`src/rtl/reset_sequencer.sv`:
```
// ---------------------------------------------------------------------------
// reset_sequencer : synchronises a board reset request, holds a staged reset
//                   bus for a minimum width, waits for stable PLL lock, then
//                   releases the stages in order. Lock timeout retries, sticky fault.
// Revision        : 1.0
// ---------------------------------------------------------------------------
`default_nettype none

module reset_sequencer #(
  parameter int SYNC_STAGES  = 2,
  parameter int MIN_WIDTH    = 16,
  parameter int LOCK_STABLE  = 64,
  parameter int LOCK_TIMEOUT = 65536,
  parameter int NUM_STAGES   = 4,
  parameter int STAGE_GAP    = 8,
  parameter int MAX_RETRY    = 3
) (
  input  logic                  clk,
  input  logic                  async_reset_i,
  input  logic                  reset_req_i,
  input  logic                  lock_i,
  output logic [NUM_STAGES-1:0] rst_o,
  output logic                  ready_o,
  output logic                  lock_err_o,
  output logic [3:0]            retry_cnt_o,
  output logic [2:0]            state_o
);

  localparam int C_REL_END_I = NUM_STAGES * STAGE_GAP;
  localparam int C_MAX_AB    = (LOCK_TIMEOUT > MIN_WIDTH) ? LOCK_TIMEOUT : MIN_WIDTH;
  localparam int C_CMAX      = (C_MAX_AB > C_REL_END_I) ? C_MAX_AB : C_REL_END_I;
  localparam int CW          = $clog2(C_CMAX + 1);

  localparam logic [CW-1:0] C_ONE        = CW'(1);
  localparam logic [CW-1:0] C_WIDTH_END  = CW'(MIN_WIDTH - 1);
  localparam logic [CW-1:0] C_STABLE_END = CW'(LOCK_STABLE - 1);
  localparam logic [CW-1:0] C_TMO_END    = CW'(LOCK_TIMEOUT - 1);
  localparam logic [CW-1:0] C_REL_END    = CW'(C_REL_END_I);
  localparam logic [3:0]    C_RETRY_MAX  = 4'(MAX_RETRY);

  typedef enum logic [2:0] {
    ST_ASSERT  = 3'd0,
    ST_WAIT    = 3'd1,
    ST_RELEASE = 3'd2,
    ST_RUN     = 3'd3,
    ST_FAULT   = 3'd4
  } state_t;

  state_t                  state_q;
  logic [SYNC_STAGES-1:0]  req_sync_q;
  logic [SYNC_STAGES-1:0]  lock_sync_q;
  logic [NUM_STAGES-1:0]   rst_q;
  logic                    ready_q;
  logic                    lock_err_q;
  logic [3:0]              retry_q;
  logic [CW-1:0]           width_q;
  logic [CW-1:0]           stab_q;
  logic [CW-1:0]           tmo_q;
  logic [CW-1:0]           rel_q;

  logic                    req_sync;
  logic                    lock_sync;
  logic [CW-1:0]           rel_cnt_d;
  logic [NUM_STAGES-1:0]   rel_mask_d;

  // Plain flop chains; the last flop of each is the only one consumed.
  always_ff @(posedge clk or posedge async_reset_i) begin
    if (async_reset_i) begin
      req_sync_q  <= '0;
      lock_sync_q <= '0;
    end else begin
      req_sync_q  <= {req_sync_q[SYNC_STAGES-2:0], reset_req_i};
      lock_sync_q <= {lock_sync_q[SYNC_STAGES-2:0], lock_i};
    end
  end

  assign req_sync  = req_sync_q[SYNC_STAGES-1];
  assign lock_sync = lock_sync_q[SYNC_STAGES-1];

  // Release cycle numbering starts at 1 on the entry cycle.
  assign rel_cnt_d = (state_q == ST_RELEASE) ? (rel_q + C_ONE) : C_ONE;

  for (genvar k = 0; k < NUM_STAGES; k++) begin : g_stage
    localparam logic [CW-1:0] C_DROP = CW'((k + 1) * STAGE_GAP);
    assign rel_mask_d[k] = (rel_cnt_d < C_DROP);
  end

  always_ff @(posedge clk or posedge async_reset_i) begin
    if (async_reset_i) begin
      state_q    <= ST_ASSERT;
      rst_q      <= '1;
      ready_q    <= 1'b0;
      lock_err_q <= 1'b0;
      retry_q    <= '0;
      width_q    <= '0;
      stab_q     <= '0;
      tmo_q      <= '0;
      rel_q      <= '0;
    end else if (req_sync) begin
      state_q    <= ST_ASSERT;
      rst_q      <= '1;
      ready_q    <= 1'b0;
      lock_err_q <= 1'b0;
      retry_q    <= '0;
      width_q    <= '0;
    end else begin
      case (state_q)
        ST_ASSERT: begin
          rst_q   <= '1;
          ready_q <= 1'b0;
          if (width_q >= C_WIDTH_END) begin
            state_q <= ST_WAIT;
            stab_q  <= '0;
            tmo_q   <= '0;
          end else begin
            width_q <= width_q + C_ONE;
          end
        end

        ST_WAIT: begin
          rst_q <= '1;
          // Stable lock is tested first so it wins a tie with the timeout.
          if (lock_sync && (stab_q >= C_STABLE_END)) begin
            state_q <= ST_RELEASE;
            rel_q   <= rel_cnt_d;
            rst_q   <= rel_mask_d;
          end else if (tmo_q >= C_TMO_END) begin
            if (retry_q < C_RETRY_MAX) begin
              retry_q <= retry_q + 4'd1;
              state_q <= ST_ASSERT;
              width_q <= '0;
            end else begin
              state_q    <= ST_FAULT;
              lock_err_q <= 1'b1;
            end
          end else begin
            tmo_q  <= tmo_q + C_ONE;
            stab_q <= lock_sync ? (stab_q + C_ONE) : '0;
          end
        end

        ST_RELEASE: begin
          if (!lock_sync) begin
            state_q <= ST_ASSERT;
            rst_q   <= '1;
            width_q <= '0;
          end else if (rel_q >= C_REL_END) begin
            state_q <= ST_RUN;
            rst_q   <= '0;
            ready_q <= 1'b1;
            retry_q <= '0;
          end else begin
            rel_q <= rel_cnt_d;
            rst_q <= rst_q & rel_mask_d;
          end
        end

        ST_RUN: begin
          if (!lock_sync) begin
            state_q <= ST_ASSERT;
            rst_q   <= '1;
            ready_q <= 1'b0;
            width_q <= '0;
          end
        end

        ST_FAULT: begin
          rst_q      <= '1;
          ready_q    <= 1'b0;
          lock_err_q <= 1'b1;
        end

        default: begin
          state_q <= ST_ASSERT;
          rst_q   <= '1;
          ready_q <= 1'b0;
          width_q <= '0;
        end
      endcase
    end
  end

  assign rst_o       = rst_q;
  assign ready_o     = ready_q;
  assign lock_err_o  = lock_err_q;
  assign retry_cnt_o = retry_q;
  assign state_o     = state_q;

endmodule

`default_nettype wire
```
`config.mk`:
```
export PLATFORM = sky130hd
export DESIGN_NAME = reset_sequencer
export DESIGN_NICKNAME = d
export VERILOG_FILES = /design/src/rtl/reset_sequencer.sv
export SDC_FILE = /design/constraint.sdc
export NUM_CORES = 1
export LEC_CHECK = 0
export BUFFER_PORTS_ARGS = -buffer_cell sky130_fd_sc_hd__buf_4
export CORE_MARGIN = 4
export CORE_UTILIZATION = 55
export DETAILED_ROUTE_END_ITERATION = 6
export PLACE_DENSITY = 0.72
export REMOVE_ABC_BUFFERS = 1
export SYNTH_ARGS = -nofsm -noshare
export SYNTH_HDL_FRONTEND = slang
export SYNTH_SLANG_ARGS = --single-unit
```
`constraint.sdc`:
```
create_clock -name clk -period 5.6 [get_ports clk]
set_input_delay 0.56 -clock clk [delete_from_list [all_inputs] [get_ports clk]]
set_output_delay 0.56 -clock clk [all_outputs]
set_load 0.02 [all_outputs]
```
Yosys cells after proc, flatten, opt, wreduce, memory -nomap -nowiden
Index checks and enable logic that the tools add are counted.
{ "word_totals": {"regBits": 85, "output_inout_bits": 13, "word_cells": 117} }
{ "op_classes": {"bitwise_logic": 2, "order_cmp": 9, "n_mux": 52, "n_reduce_logical": 14, "n_addsub": 5, "eq_ne": 24} }
{ "op_table": {"columns": ["cell", "count"], "rows": [
  ["two-way mux 17 bit", 16],
  ["one-hot mux 17 bit (2 select lines)", 3],
  ["adder 17 x 1 -> 17 bit, second input constant", 4],
  ["one-hot mux 17 bit (4 select lines)", 1],
  ["two-way mux 4 bit", 11],
  [">= comparator 17 x 6 -> 1 bit, second input constant", 2],
  ["less-than comparator 17 x 5 -> 1 bit, second input constant", 2],
  ["inequality test 3 bit, second input constant", 9],
  ["two-way mux 3 bit", 8],
  [">= comparator 17 x 16 -> 1 bit, second input constant", 1],
  [">= comparator 17 x 4 -> 1 bit, second input constant", 1],
  ["less-than comparator 17 x 4 -> 1 bit, second input constant", 1],
  ["less-than comparator 17 x 6 -> 1 bit, second input constant", 1],
  ["inequality test 2 bit, second input constant", 8],
  ["one-hot mux 3 bit (5 select lines)", 1],
  ["AND reduction 5 bit", 3],
  ["one-hot mux 4 bit (3 select lines)", 1],
  ["AND reduction 6 bit", 2],
  ["two-way mux 1 bit", 8],
  ["one-hot mux 4 bit (2 select lines)", 1],
  ["AND reduction 4 bit", 2],
  ["== test 3 x 2 -> 1 bit, second input constant", 2],
  ["nonzero test 3 bit", 2],
  ["adder 4 x 1 -> 4 bit, second input constant", 1],
  ["14 further kinds", 15]
]} }

Logic depth before layout (Yosys ltp)
{ "logic_depth": {"depth_word": 8, "mapped_depth": 11} }

Worst setup path after synthesis
No wires, ideal clock.
{ "synth_path": {"path_kind": "reg2reg", "from": "register tmo_q[7]", "to": "register tmo_q[3]", "synth_period_minus_slack_ns": 2.346, "path_stages_with_launch": 11, "path_slack_ns": 3.254, "required_time_ns": 5.522, "arrival_ns": 2.268, "setup_time_ns": 0.078, "cell_sequence": "dfrtp_1 -> and4_2 -> nand4_4 -> nor4_1 -> ha_1 -> nor2_1 -> o31a_1 -> a21oi_4 -> buf_6 -> or4_1 -> a21oi_1"} }
{ "synth_via": {"elab_chain_len": 3} }
{ "synth_lines": {"columns": ["item", "line_no", "text"], "rows": [
  ["from (decl)", "58", "logic [CW-1:0] tmo_q;"],
  ["from (signal assigned)", "137", "tmo_q <= tmo_q + C_ONE;"],
  [">= comparator 17 x 16 -> 1 bit", "127", "end else if (tmo_q >= C_TMO_END) begin"],
  ["inequality test 2 bit (no source line)", null, null],
  ["AND reduction 5 bit (no source line)", null, null]
]} }
No other way between the ends.
A chain may end at the register's enable or synchronous reset.

Worst setup path in the final report
{ "layout_path": {"from": "register tmo_q[7]", "to": "register width_q[2]"} }
{ "layout_via": {"elab_chain_len": 3} }
{ "layout_lines": {"columns": ["item", "line_no", "text"], "rows": [
  [">= comparator 17 x 16 -> 1 bit", "127", null],
  ["inequality test 3 bit (no source line)", null, null],
  ["AND reduction 6 bit (no source line)", null, null],
  ["to (signal assigned)", "116", "width_q <= width_q + C_ONE;"],
  ["to (decl)", "56", "logic [CW-1:0] width_q;"]
]} }
No other way between the ends.

==> flow_summary_export.csv <==
group,metric,value,unit
logic_synthesis,synth_adder_area_share,0.0206,
global_route,grt_pass1_wl,15000,um
critical_path,cp.arrival,2970,ps
cells_and_area,utilization,0.622,
logic_synthesis,synth_edf_count,0,
logic_synthesis,synthXorXnorAreaFrac,0.0165,
global_route,grt_max_degree,86,
hold_path,holdPathStages,1,
logic_synthesis,ys_warn_count,0,
logic_synthesis,async_flop_share,1.00,
critical_path,path_cells,"and4_2, nand4_4, nor4_1, ha_1, nor2_1, nor2_1, a21oi_1, a211oi_4, o21ai_0, a22o_1",
route,avgRoutedWirePerCell,16.1,um
logic_synthesis,synth-seq-area-share,0.502,
power,powerDensity,297,nW/um^2
die,die_w,95.9,um
critical_path,r2r_slack,2900,ps
power,vdd_drop_max,0.000136,V
cells_and_area,final_cell_mix,"dfrtp_1, nor2_1, nand2_1",
logic_synthesis,avgSynthCellArea,10.2,um^2
power,p_leak,2.08,nW
clocking,clk_path_buf_depth,2,
sta,finalHoldViolations,0,
global_route,grt.met2_usage,0.308,
die,core,7370,um^2
sta,fmax,0.370,GHz
die,ios,17,
critical_path,path_class,"reg -> reg",
sta,period_share,0.483,
sta,rsz0062_at_grt,"false",
cells_and_area,drive_gt1_frac,0.143,
placed_design,hpwlAfterDp,5870,um
logic_synthesis,synth-simple-area-share,0.257,
clocking,cts.htree.levels,3,
sta,totalNegativeSetupSlack,0,ps
die,rows,31,
global_route,grt_use_total,0.210,
clocking,cts_setup_buffers,0,
critical_path,cpMostUsedCell,"nor2_1",
logic_synthesis,synth_cell_types,65,
critical_path,critPathMaxStageDelay,580,ps
route,ant_nets,0,
placed_design,portBuffers,16,
critical_path,crit_path_top_delay_cell,"a211oi_4",
global_route,antenna_found_initial,0,
cells_and_area,layout.nets,440,
critical_path,r2r_start,"tmo_q[7]",
hold_path,worstHoldPathType,"in -> reg",
route,via_per_inst,5.93,
critical_path,worstPathMaxFanout,15,
clocking,clk_pin_slew_worst_paths,100,ps
global_route,grt_pass1_vias,3017,
route,vias,3163,
clocking,insertion_delay,370,ps
cells_and_area,area_delta_synth_final,7.99,%
outcome,outcome,"complete, no violations",
clocking,clock-sinks,85,
sta,setup_viol,0,
die,die_h,95.9,um
sta,min_period,2700,ps
clocking,tritoncts,"yes",
critical_path,r2r_cells,10,
logic_synthesis,syn-instance-count,418,
cells_and_area,antenna_cells,0,
global_route,grt_overflow,0,
cells_and_area,final_common_cell,"dfrtp_1",
route,wirelength,8600,um
logic_synthesis,syn_area,4250,um^2
clocking,cts_resized,0,
global_route,grt.busiest_layer,"met1",
logic_synthesis,synth-seq-cells,85,
clocking,root_buffer,"clkbuf_8",
sta,max_slew_margin,0.311,
die,die-area,9190,um^2
hold_path,holdPathEnd,"lock_sync_q[0]",
route,drtIter0Drc,157,
placed_design,gp_congestion,0.870,
sta,slew_violations,0,
route,drt-pass1-iter-count,5,
logic_synthesis,synth_compound_gate_area_share,0.156,
global_route,grt_use_met3,0.0430,
critical_path,end_kind,"register",
clocking,cts_made_buffers,9,
route,drc_errors,0,
logic_synthesis,synth_top_family_by_area,"simple AND/OR/NAND/NOR gates",
clocking,hold_buffers,0,
critical_path,crit_path_start_kind,"register",
sta,tightestPinTransition,1030,ps
critical_path,required,5870,ps
global_route,use_met1,0.311,
logic_synthesis,synthFlopType,"dfrtp_1",
die,start_util,0.576,
logic_synthesis,synth.area.mux_share,0.0127,
flow_run,drv_cap,0,
critical_path,reg2reg_to,"width_q[2]",
sta,skew,13.7,ps
hold_path,min_from,"lock_i",
==> power breakdown <==
part / leakage [nW] / internal, mW / switching [mW]
logic: 0.822 / 0.0800 / 0.142
registers: 1.15 / 0.647 / 0.0586
clock network: 0.101 / 0.177 / 0.256
total: 2.08 / 0.903 / 0.457
==> worst max path at each step <==
| stage | cells past startpoint | start | slack, ps | endpoint |
|---|---|---|---|---|
| 2_1_floorplan | 1 | async_reset_i | 2850 | lock_err_o |
| 3_3_place_gp | 10 | tmo_q[6] | 3010 | width_q[2] |
| 3_5_place_dp | 9 | tmo_q[7] | 2890 | width_q[11] |
| 4_1_cts | 9 | tmo_q[7] | 2870 | width_q[11] |
| 5_1_grt | 9 | tmo_q[6] | 2540 | width_q[12] |
| 6_report | 10 | tmo_q[7] | 2900 | width_q[2] |
==> stage by stage <==
| step | cell area, um^2 | hold WS [ps] | instances | total power [mW] | setup slack, ps |
|---|---|---|---|---|---|
| final | 4580 | 290 | 533 | 1.36 | 2900 |
| after global routing | 4580 | 268 | 533 | 1.44 | 2540 |
| after CTS | 4580 | 278 | 533 | 1.37 | 2870 |
| after detailed placement | 4390 | 335 | 517 | 0.935 | 2890 |
| after global placement | 4390 | 334 | 517 | 0.929 | 3010 |
| after floorplan | 4130 | 331 | 401 | 0.867 | 2850 |
==> layer usage <==
layer  part of all wire  wire length (um)  up-vias
met5                  0                 0        -
met4             0.0098                84        0
met3              0.037               321       11
met2               0.44              3790       69
met1               0.51              4400     1534
li1                   -                 -     1549
==> final cells by class <==
cell class,count,area [um^2]
Tap cell,99,124
Inverter,10,38.8
Clock buffer,9,124
Multi-Input combinational cell,306,1960
Clock inverter,7,73.8
Fill cell,621,2790
Timing Repair Buffer,17,128
Sequential cell,85,2130
==> cell families after synthesis <==
family,Yosys count
adders and majority gates,7
and+or+nand+nor,193
DFF,85
buffers and inverters,27
xor gates and xnor gates,8
AOI/OAI and AO/OA,93
muxes,5
==> state kept, by name (all words and copies together) (netlist names), 2 cells and up <==
signal,flops
req_sync_q,2
lock_sync_q,2
rel_q,17
width_q,17
retry_cnt_o,4
stab_q,17
state_o,3
tmo_q,17
rst_o,4
==> worst max-delay path: cells and delay by family (launching register included) <==
| family | cells | cell delay (ps) |
|---|---|---|
| compound gates | 4 | 1060 |
| simple gates | 5 | 920 |
| flops | 1 | 410 |
| fa+ha+maj | 1 | 210 |
==> cell usage after synthesis (2+ instances only) <==
| cell type | instances | area, um^2 |
|---|---|---|
| xor2_1 | 3 | 26.3 |
| a21o_1 | 2 | 15.0 |
| ha_1 | 7 | 87.6 |
| nor2b_1 | 16 | 100 |
| nand3b_1 | 2 | 15.0 |
| or4_1 | 11 | 82.6 |
| nor4_2 | 2 | 25.0 |
| nand4_1 | 8 | 50.1 |
| buf_2 | 5 | 25.0 |
| nand3_1 | 14 | 70.1 |
| a21oi_1 | 23 | 115 |
| and4_1 | 2 | 17.5 |
| xnor2_1 | 5 | 43.8 |
| a31oi_1 | 11 | 68.8 |
| nor4_1 | 8 | 50.1 |
| nand2b_1 | 3 | 18.8 |
| and3_1 | 11 | 68.8 |
| nor3_1 | 14 | 70.1 |
| inv_1 | 10 | 37.5 |
| or3_1 | 3 | 18.8 |
| nor2_1 | 40 | 150 |
| and2_1 | 15 | 93.8 |
| clkbuf_1 | 6 | 22.5 |
| o21a_1 | 2 | 15.0 |
| a41oi_1 | 7 | 61.3 |
| buf_6 | 5 | 56.3 |
| o31ai_1 | 13 | 97.6 |
| mux2_2 | 3 | 33.8 |
| dfrtp_1 | 81 | 2030 |
| nand2_1 | 30 | 113 |
| dfstp_2 | 4 | 105 |
| a22o_1 | 3 | 26.3 |
| mux2i_1 | 2 | 20.0 |
| o21ai_0 | 16 | 80.1 |
Note: power is estimated with default switching activity, not from simulation.
